### src/rtl/ps2_pkg.sv
// Shared PS/2 frame layout constants and the frame validity check used by the receiver.
package ps2_pkg;

  localparam int   PS2_FRAME_BITS = 11;
  localparam int   PS2_START_IDX  = 0;
  localparam int   PS2_PARITY_IDX = 9;
  localparam int   PS2_STOP_IDX   = 10;
  localparam logic PS2_IDLE_LEVEL = 1'b1;

  // Odd parity: the eight data bits plus the parity bit must XOR to 1.
  function automatic logic ps2_frame_ok(input logic [PS2_FRAME_BITS-1:0] f);
    return (f[PS2_START_IDX] == 1'b0) &&
           (f[PS2_STOP_IDX] == 1'b1) &&
           (^f[PS2_PARITY_IDX:PS2_START_IDX+1]);
  endfunction

endpackage

### src/rtl/ps2_edge_sync.sv
// Pin synchronisers for the raw PS/2 lines and a falling-edge detector on the synced clock.
module ps2_edge_sync
  import ps2_pkg::*;
(
  input  logic clk,
  input  logic clrn,
  input  logic ps2_clk,
  input  logic ps2_data,
  output logic fall,
  output logic data_s
);

  logic [2:0] clk_sync;
  logic [1:0] data_sync;

  // Flops come out of reset at the bus idle level so release never looks like an edge.
  always_ff @(posedge clk or negedge clrn) begin
    if (!clrn) begin
      clk_sync  <= {3{PS2_IDLE_LEVEL}};
      data_sync <= {2{PS2_IDLE_LEVEL}};
    end else begin
      clk_sync  <= {clk_sync[1:0], ps2_clk};
      data_sync <= {data_sync[0], ps2_data};
    end
  end

  assign fall   = clk_sync[2] & ~clk_sync[1];
  assign data_s = data_sync[1];

endmodule

### src/rtl/ps2_frame_rx.sv
// PS/2 device-to-host frame receiver: deserialises 11-bit frames, checks them and queues bytes.
module ps2_frame_rx
  import ps2_pkg::*;
#(
  parameter int FIFO_DEPTH  = 8,
  parameter int TIMEOUT_CYC = 50000
) (
  input  logic       clk,
  input  logic       clrn,
  input  logic       ps2_clk,
  input  logic       ps2_data,
  input  logic       nextdata_n,
  output logic [7:0] data,
  output logic       ready,
  output logic       overflow,
  output logic       frame_err
);

  localparam int             AW       = $clog2(FIFO_DEPTH);
  localparam int             IW       = $clog2(TIMEOUT_CYC);
  localparam logic [3:0]     LAST_BIT = 4'(PS2_FRAME_BITS - 1);
  localparam logic [IW-1:0]  IDLE_MAX = IW'(TIMEOUT_CYC - 1);

  logic                      fall;
  logic                      data_s;
  logic [PS2_FRAME_BITS-2:0] shift;
  logic [3:0]                bit_cnt;
  logic [IW-1:0]             idle_cnt;
  logic [AW:0]               w_ptr;
  logic [AW:0]               r_ptr;
  logic [7:0]                mem [FIFO_DEPTH];
  logic [PS2_FRAME_BITS-1:0] frame;
  logic                      frame_done;
  logic                      frame_good;
  logic                      empty;
  logic                      full;
  logic                      pop;
  logic                      push;

  ps2_edge_sync u_sync (
    .clk      (clk),
    .clrn     (clrn),
    .ps2_clk  (ps2_clk),
    .ps2_data (ps2_data),
    .fall     (fall),
    .data_s   (data_s)
  );

  // The stop bit is never stored; it is judged straight off the line with the other ten.
  assign frame      = {data_s, shift};
  assign frame_done = fall && (bit_cnt == LAST_BIT);
  assign frame_good = frame_done && ps2_frame_ok(frame);

  assign empty = (w_ptr == r_ptr);
  assign full  = (w_ptr[AW] != r_ptr[AW]) && (w_ptr[AW-1:0] == r_ptr[AW-1:0]);
  assign ready = !empty;
  assign pop   = !nextdata_n && ready;
  assign push  = frame_good && (!full || pop);
  assign data  = ready ? mem[r_ptr[AW-1:0]] : 8'h00;

  always_ff @(posedge clk or negedge clrn) begin
    if (!clrn) begin
      shift    <= '0;
      bit_cnt  <= '0;
      idle_cnt <= '0;
    end else if (fall) begin
      idle_cnt <= '0;
      if (frame_done) begin
        bit_cnt <= '0;
      end else begin
        shift   <= {data_s, shift[PS2_FRAME_BITS-2:1]};
        bit_cnt <= bit_cnt + 4'd1;
      end
    end else if (bit_cnt != 4'd0) begin
      if (idle_cnt == IDLE_MAX) begin
        bit_cnt  <= '0;
        idle_cnt <= '0;
      end else begin
        idle_cnt <= idle_cnt + 1'b1;
      end
    end else begin
      idle_cnt <= '0;
    end
  end

  // When full, a same-cycle pop frees the head slot, which is exactly where w_ptr points.
  always_ff @(posedge clk or negedge clrn) begin
    if (!clrn) begin
      w_ptr     <= '0;
      r_ptr     <= '0;
      overflow  <= 1'b0;
      frame_err <= 1'b0;
    end else begin
      frame_err <= frame_done && !ps2_frame_ok(frame);
      if (push) begin
        w_ptr <= w_ptr + 1'b1;
      end
      if (pop) begin
        r_ptr    <= r_ptr + 1'b1;
        overflow <= 1'b0;
      end else if (frame_good && full) begin
        overflow <= 1'b1;
      end
    end
  end

  always_ff @(posedge clk) begin
    if (push) begin
      mem[w_ptr[AW-1:0]] <= frame[PS2_PARITY_IDX-1:PS2_START_IDX+1];
    end
  end

endmodule

### config.mk
export PLATFORM = sky130hd
export DESIGN_NAME = ps2_frame_rx
export DESIGN_NICKNAME = d
export VERILOG_FILES = /design/src/rtl/ps2_pkg.sv /design/src/rtl/ps2_edge_sync.sv /design/src/rtl/ps2_frame_rx.sv
export SDC_FILE = /design/constraint.sdc
export NUM_CORES = 1
export LEC_CHECK = 0
export ABC_AREA = 0
export CAP_MARGIN = 20
export CORE_UTILIZATION = 40
export DETAILED_ROUTE_END_ITERATION = 8
export GPL_ROUTABILITY_DRIVEN = 0
export SYNTH_ARGS = -nofsm -noshare
export SYNTH_HDL_FRONTEND = slang
export SYNTH_SLANG_ARGS = --single-unit
### constraint.sdc
create_clock -name clk -period 6.55 [get_ports clk]
set_clock_uncertainty 0.05 [all_clocks]
set_input_delay 1.31 -clock clk [delete_from_list [all_inputs] [get_ports clk]]
set_output_delay 1.31 -clock clk [all_outputs]
set_load 0.02 [all_outputs]
After elaboration in Yosys (flattened, before gate mapping)
Memory sizes are Yosys's and may differ from the RTL's.
Index checks and enable logic that the tools add are counted.

cells by class
  add/sub/neg operators = 4
  equal/unequal tests = 5
  mux-type cells = 12
  bitwise logic cells = 4
  reduce and logical (&&, ||, !) cells = 21

operator list
  kind                     number
  $mux W16                 3
  $add A16 B1 Y16 const B  1
  $eq A16 B16 Y1 const B   1
  $mux W4                  4
  $add A4 B1 Y4 const B    3
  $logic_and A1 B1 Y1      9
  $reduce_xor A9 Y1        1
  $mux W8                  1
  $reduce_bool A2 Y1       3
  $eq A4 B4 Y1             1
  $eq A4 B4 Y1 const B     1
  $logic_not A1 Y1         4
  $mux W1                  4
  $reduce_and A2 Y1        2
  $reduce_bool A4 Y1       1
  $eq A3 B3 Y1             1
  $not A1 Y1               3
  $and A1 B1 Y1            1
  $logic_or A1 B1 Y1       1
  $ne A1 B1 Y1             1

word-level totals
  register bits = 45
  memory bits (writable) = 64
  input bits = 5
  output and inout bits = 11
  logic and storage cells = 56
  memories = 1

memories
  memory  depth  width  rd ports  clocked after memory_dff  wr ports  RTL line            text
  mem     8      8      1         0                         1         ps2_frame_rx.sv:31  logic [7:0] mem [FIFO_DEPTH];

Depth between registers and ports, before layout
  word-level depth = 7
  mapped depth = 7
  depth with buffers taken out = 7

Hierarchy
From an unflattened synthesis, not the netlist that was laid out.

unflattened totals
  cells, all modules = 293
  area total of the unflattened synthesis = 4614.4 µm²

modules (own cells, without submodules)
  module         instances  cells an instance  area an instance (µm²)  sequential area each (µm²)
  ps2_frame_rx   1          287                4469.3                  2922.8
  ps2_edge_sync  1          6                  145.1                   131.4

Least setup slack after synthesis
No wires, ideal clock.

  path kind = reg2out
  from = register r_ptr[0]
  to = output port data[0]
  arrival = 1.673 ns
  data required time = 5.190 ns
  setup slack = 3.517 ns
  cell stages (with the launch flop) = 6
  buffers on the path = 2
  path through = dfrtp_1 buf_2 buf_2 mux4_2 mux2i_1 nor2_1

between the ends
  word-level cells in the longest chain between the ends = 2
  elaborated cells on any way between the ends = 3
  classes of those cells = eq/ne: 1; mux: 1; memory: 1

RTL lines
  element                                        RTL line            text
  start, declared                                ps2_frame_rx.sv:30  logic [AW:0] r_ptr;
  start signal, assigned                         ps2_frame_rx.sv:99  r_ptr <= r_ptr + 1'b1;
  $mem_v2 Z8 W8 or $eq A4 B4 Y1 (tied branches)  -
  $mux W8 *                                      ps2_frame_rx.sv:59  assign data = ready ? mem[r_ptr[AW-1:0]] : 8'h00;
  end, declared                                  ps2_frame_rx.sv:13  output logic [7:0] data,

Every way passes the cells marked *; elsewhere a longest branch is shown, timed or not.

Worst setup path after layout
  from = register r_ptr[1]
  to = output port data[0]

Same word-level chain as after synthesis.

==> impl_metrics.csv <==
group,metric,value,unit
run_status,status,"finished clean",
critical_path,critPathKind,"reg -> out",
finish,fin_nets,350,
cts,clkSlewWorstSetupHoldPaths,70,ps
critical_path,required,5190,ps
sta,finalCriticalPeriod,4148,ps
cts,numCtsBuffers,9,
synthesis,synth_top_area_share,41.54,%
die,ios,16,
sta,fin_ws,2402,ps
synthesis,synth_fa_ha_area_share,1.622,%
critical_path,cpLargestDelayFamily,"flip-flops",
drt,vias_per_cell,5.091,
cts,cts_hold_buffers,0,
cts,cts_tree,"done",
drt,first_pass_iters,4,
min_path,hold_path_class,"reg -> reg",
sta,slew_viol_final,0,
critical_path,start_kind,"register",
global_route,grt_pass1_wl,13.43,mm
synthesis,synth_seq_area_share,66.01,%
finish,area_growth_syn_to_layout,14.55,%
critical_path,crit_arrival,2790,ps
synthesis,synth-xor-area-share,6.706,%
cts,htreeDepth,3,
synthesis,synth_top_family_by_area,"simple AND/OR/NAND/NOR gates",
placement,port_buffers,15,
critical_path,worst-r2r-setup-slack,3710,ps
power,total_power,2.083,mW
synthesis,yosysTopAreaCell,"edfxtp_1",
drt,wl,8.192,mm
sta,fin_crit_sh,63.33,%
placement,hpwl,5.387,mm
sta,whs,306.8,ps
cts,clock_sinks,109,
job,drv_cap,0,
cts,clockRootBuffer,"clkbuf_16",
die,rows,38,
synthesis,synth.top_cells.by_area,"edfxtp_1 (42%), dfrtp_1 (22%), mux4_2 (7.8%)",
sta,setup_tns,0,ps
finish,layout_common_cells,"edfxtp_1 (64), dfrtp_1 (40), nand2_1 (39), nor2_1 (30), mux4_2 (16)",
global_route,grt_pass1_vias,2559,
sta,rsz0062_at_grt,"false",
power,power.density,393.0,nW/um^2
drt,vias,2464,
synthesis,ys_types,39,
global_route,antenna_found_initial,0,
drt,antenna_left,0,
cts,cts_resized,0,
synthesis,netlist_area,4627,sq um
critical_path,cp-end-kind,"primary output",
critical_path,cp_max_fo,20,
sta,slew_headroom,39.71,%
global_route,grt_max_degree,46,
drt,remaining_drc_errors,0,
finish,final_common_cell,"edfxtp_1",
global_route,grtUsageTotal,15.84,%
finish,antenna_cells,0,
die,core_area,11030,sq um
sta,tightest_slew,904.4,ps
synthesis,syn-mean-instance-area,14.60,sq um
drt,drt-initial-drc-count,133,
synthesis,synth_warnings,0,
sta,finalHoldViolCount,0,
sta,setup_violations,0,
cts,clk_path_buf_depth,2,
drt,routedWlPerCell,16.93,um
synthesis,yosys.area_share.simple,12.30,%
cts,worstSkewPairLatency,340,ps
cts,postCtsSetupRepairBufs,0,
critical_path,slowest_stage,"dfrtp_1",
synthesis,syn_inst,317,
critical_path,worstPathCellList,"xor2_1 > nor4b_2 > clkbuf_4 > nor2_1 > clkdlybuf4s50_1",
placement,dp_slack,2300,ps
power,vdd_drop_max,0.2247,mV
synthesis,muxShareOfSynthArea,10.09,%
die,die_h,109.6,um
global_route,grt-ovfl-total,0,
die,die_w,109.6,um
finish,final_layout_size_suffix_gt1_share,16.28,%
critical_path,slowest_delay,930,ps
synthesis,ys_ff_latch,109,
synthesis,synth_compound_area_share,1.325,%
synthesis,synth_nets,328,
finish,fin_util,48.05,%
die,dieArea,12000,sq um
die,start_util,41.95,%
sta,clock.fmax,0.2411,GHz
critical_path,path_buf_inv,2,
power,leakage,2.016,nW
-- registers in the layout, indices dropped and copies added, names as in the netlist, 2 cells and up --
signal / cells
r_ptr: 4
shift: 10
idle_cnt: 16
mem: 64
bit_cnt: 4
w_ptr: 4
u_sync.clk_sync: 3
u_sync.data_sync: 2
-- stage by stage --
stage | cells | area (sq um)
2_1_floorplan | 317 | 4627
3_3_place_gp | 466 | 4960
3_5_place_dp | 466 | 4960
4_1_cts | 482 | 5273
5_1_grt | 484 | 5300
6_report | 484 | 5300
-- metal layers --
layer | up-vias | routed length (um) | GRT usage [%]
li1 | 1189 | - | -
met4 | 0 | 109 | 5.143
met5 | - | 0 | 0
met3 | 9 | 211 | 4.090
met2 | 33 | 4066 | 26.46
met1 | 1233 | 3804 | 20.19
-- kinds of logic after synthesis --
family	count (synthesis)
adders and majority gates	6
and+or+nand+nor	114
muxes	26
buffers and inverters	20
xor gates and xnor gates	32
AOI/OAI and AO/OA	10
DFF	109
-- worst paths after layout --
check                                    startpoint             endpoint  cells past startpoint
worst min-delay path            u_sync.data_sync[0]  u_sync.data_sync[1]                      0
min in group asynchronous                      clrn          idle_cnt[6]                      1
worst min register to register  u_sync.data_sync[0]  u_sync.data_sync[1]                      0
max in group asynchronous                      clrn   u_sync.clk_sync[2]                      2
worst max-delay path                       r_ptr[1]              data[0]                      5
worst max register to register             shift[3]            mem[5][0]                      5
-- cells in the mapped netlist --
cell	instances
buf_1	1
mux2_4	1
nand3_1	8
nand4_1	7
a22o_1	1
nor2_1	30
dfrtp_1	40
nand3_4	1
and4b_1	1
and4_1	1
nand2_1	39
mux4_2	16
buf_2	3
nand2b_1	4
nor4_1	3
and3b_1	1
inv_1	7
xnor2_1	14
edfxtp_1	64
nor3_1	7
nor3b_1	2
o21a_1	1
ha_1	6
o21ai_0	5
o31ai_1	1
clkbuf_1	6
xnor2_2	2
mux2i_1	8
nor2b_1	2
a31oi_1	2
nor4b_1	3
xnor3_2	1
xor2_1	15
nor4b_4	1
dfstp_2	5
and3_1	4
mux2_2	1
clkbuf_4	1
buf_4	2
-- where the power goes --
group	internal, mW	leakage [nW]	switching (mW)
Sequential	0.811	1.17	0.124
Combinational	0.305	0.694	0.287
Clock	0.327	0.153	0.229
-- area by class of cell --
| type | instances | area (sq um) |
|---|---|---|
| fillers | 966 | 5731 |
| flip-flops and latches | 109 | 3054 |
| multi-input cells | 188 | 1506 |
| clock buffers | 13 | 270.3 |
| repair buffers | 24 | 225.2 |
| well taps | 140 | 175.2 |
| clock inverters | 3 | 42.54 |
| inverters | 7 | 26.28 |
Power figures use the tool's default switching activity.
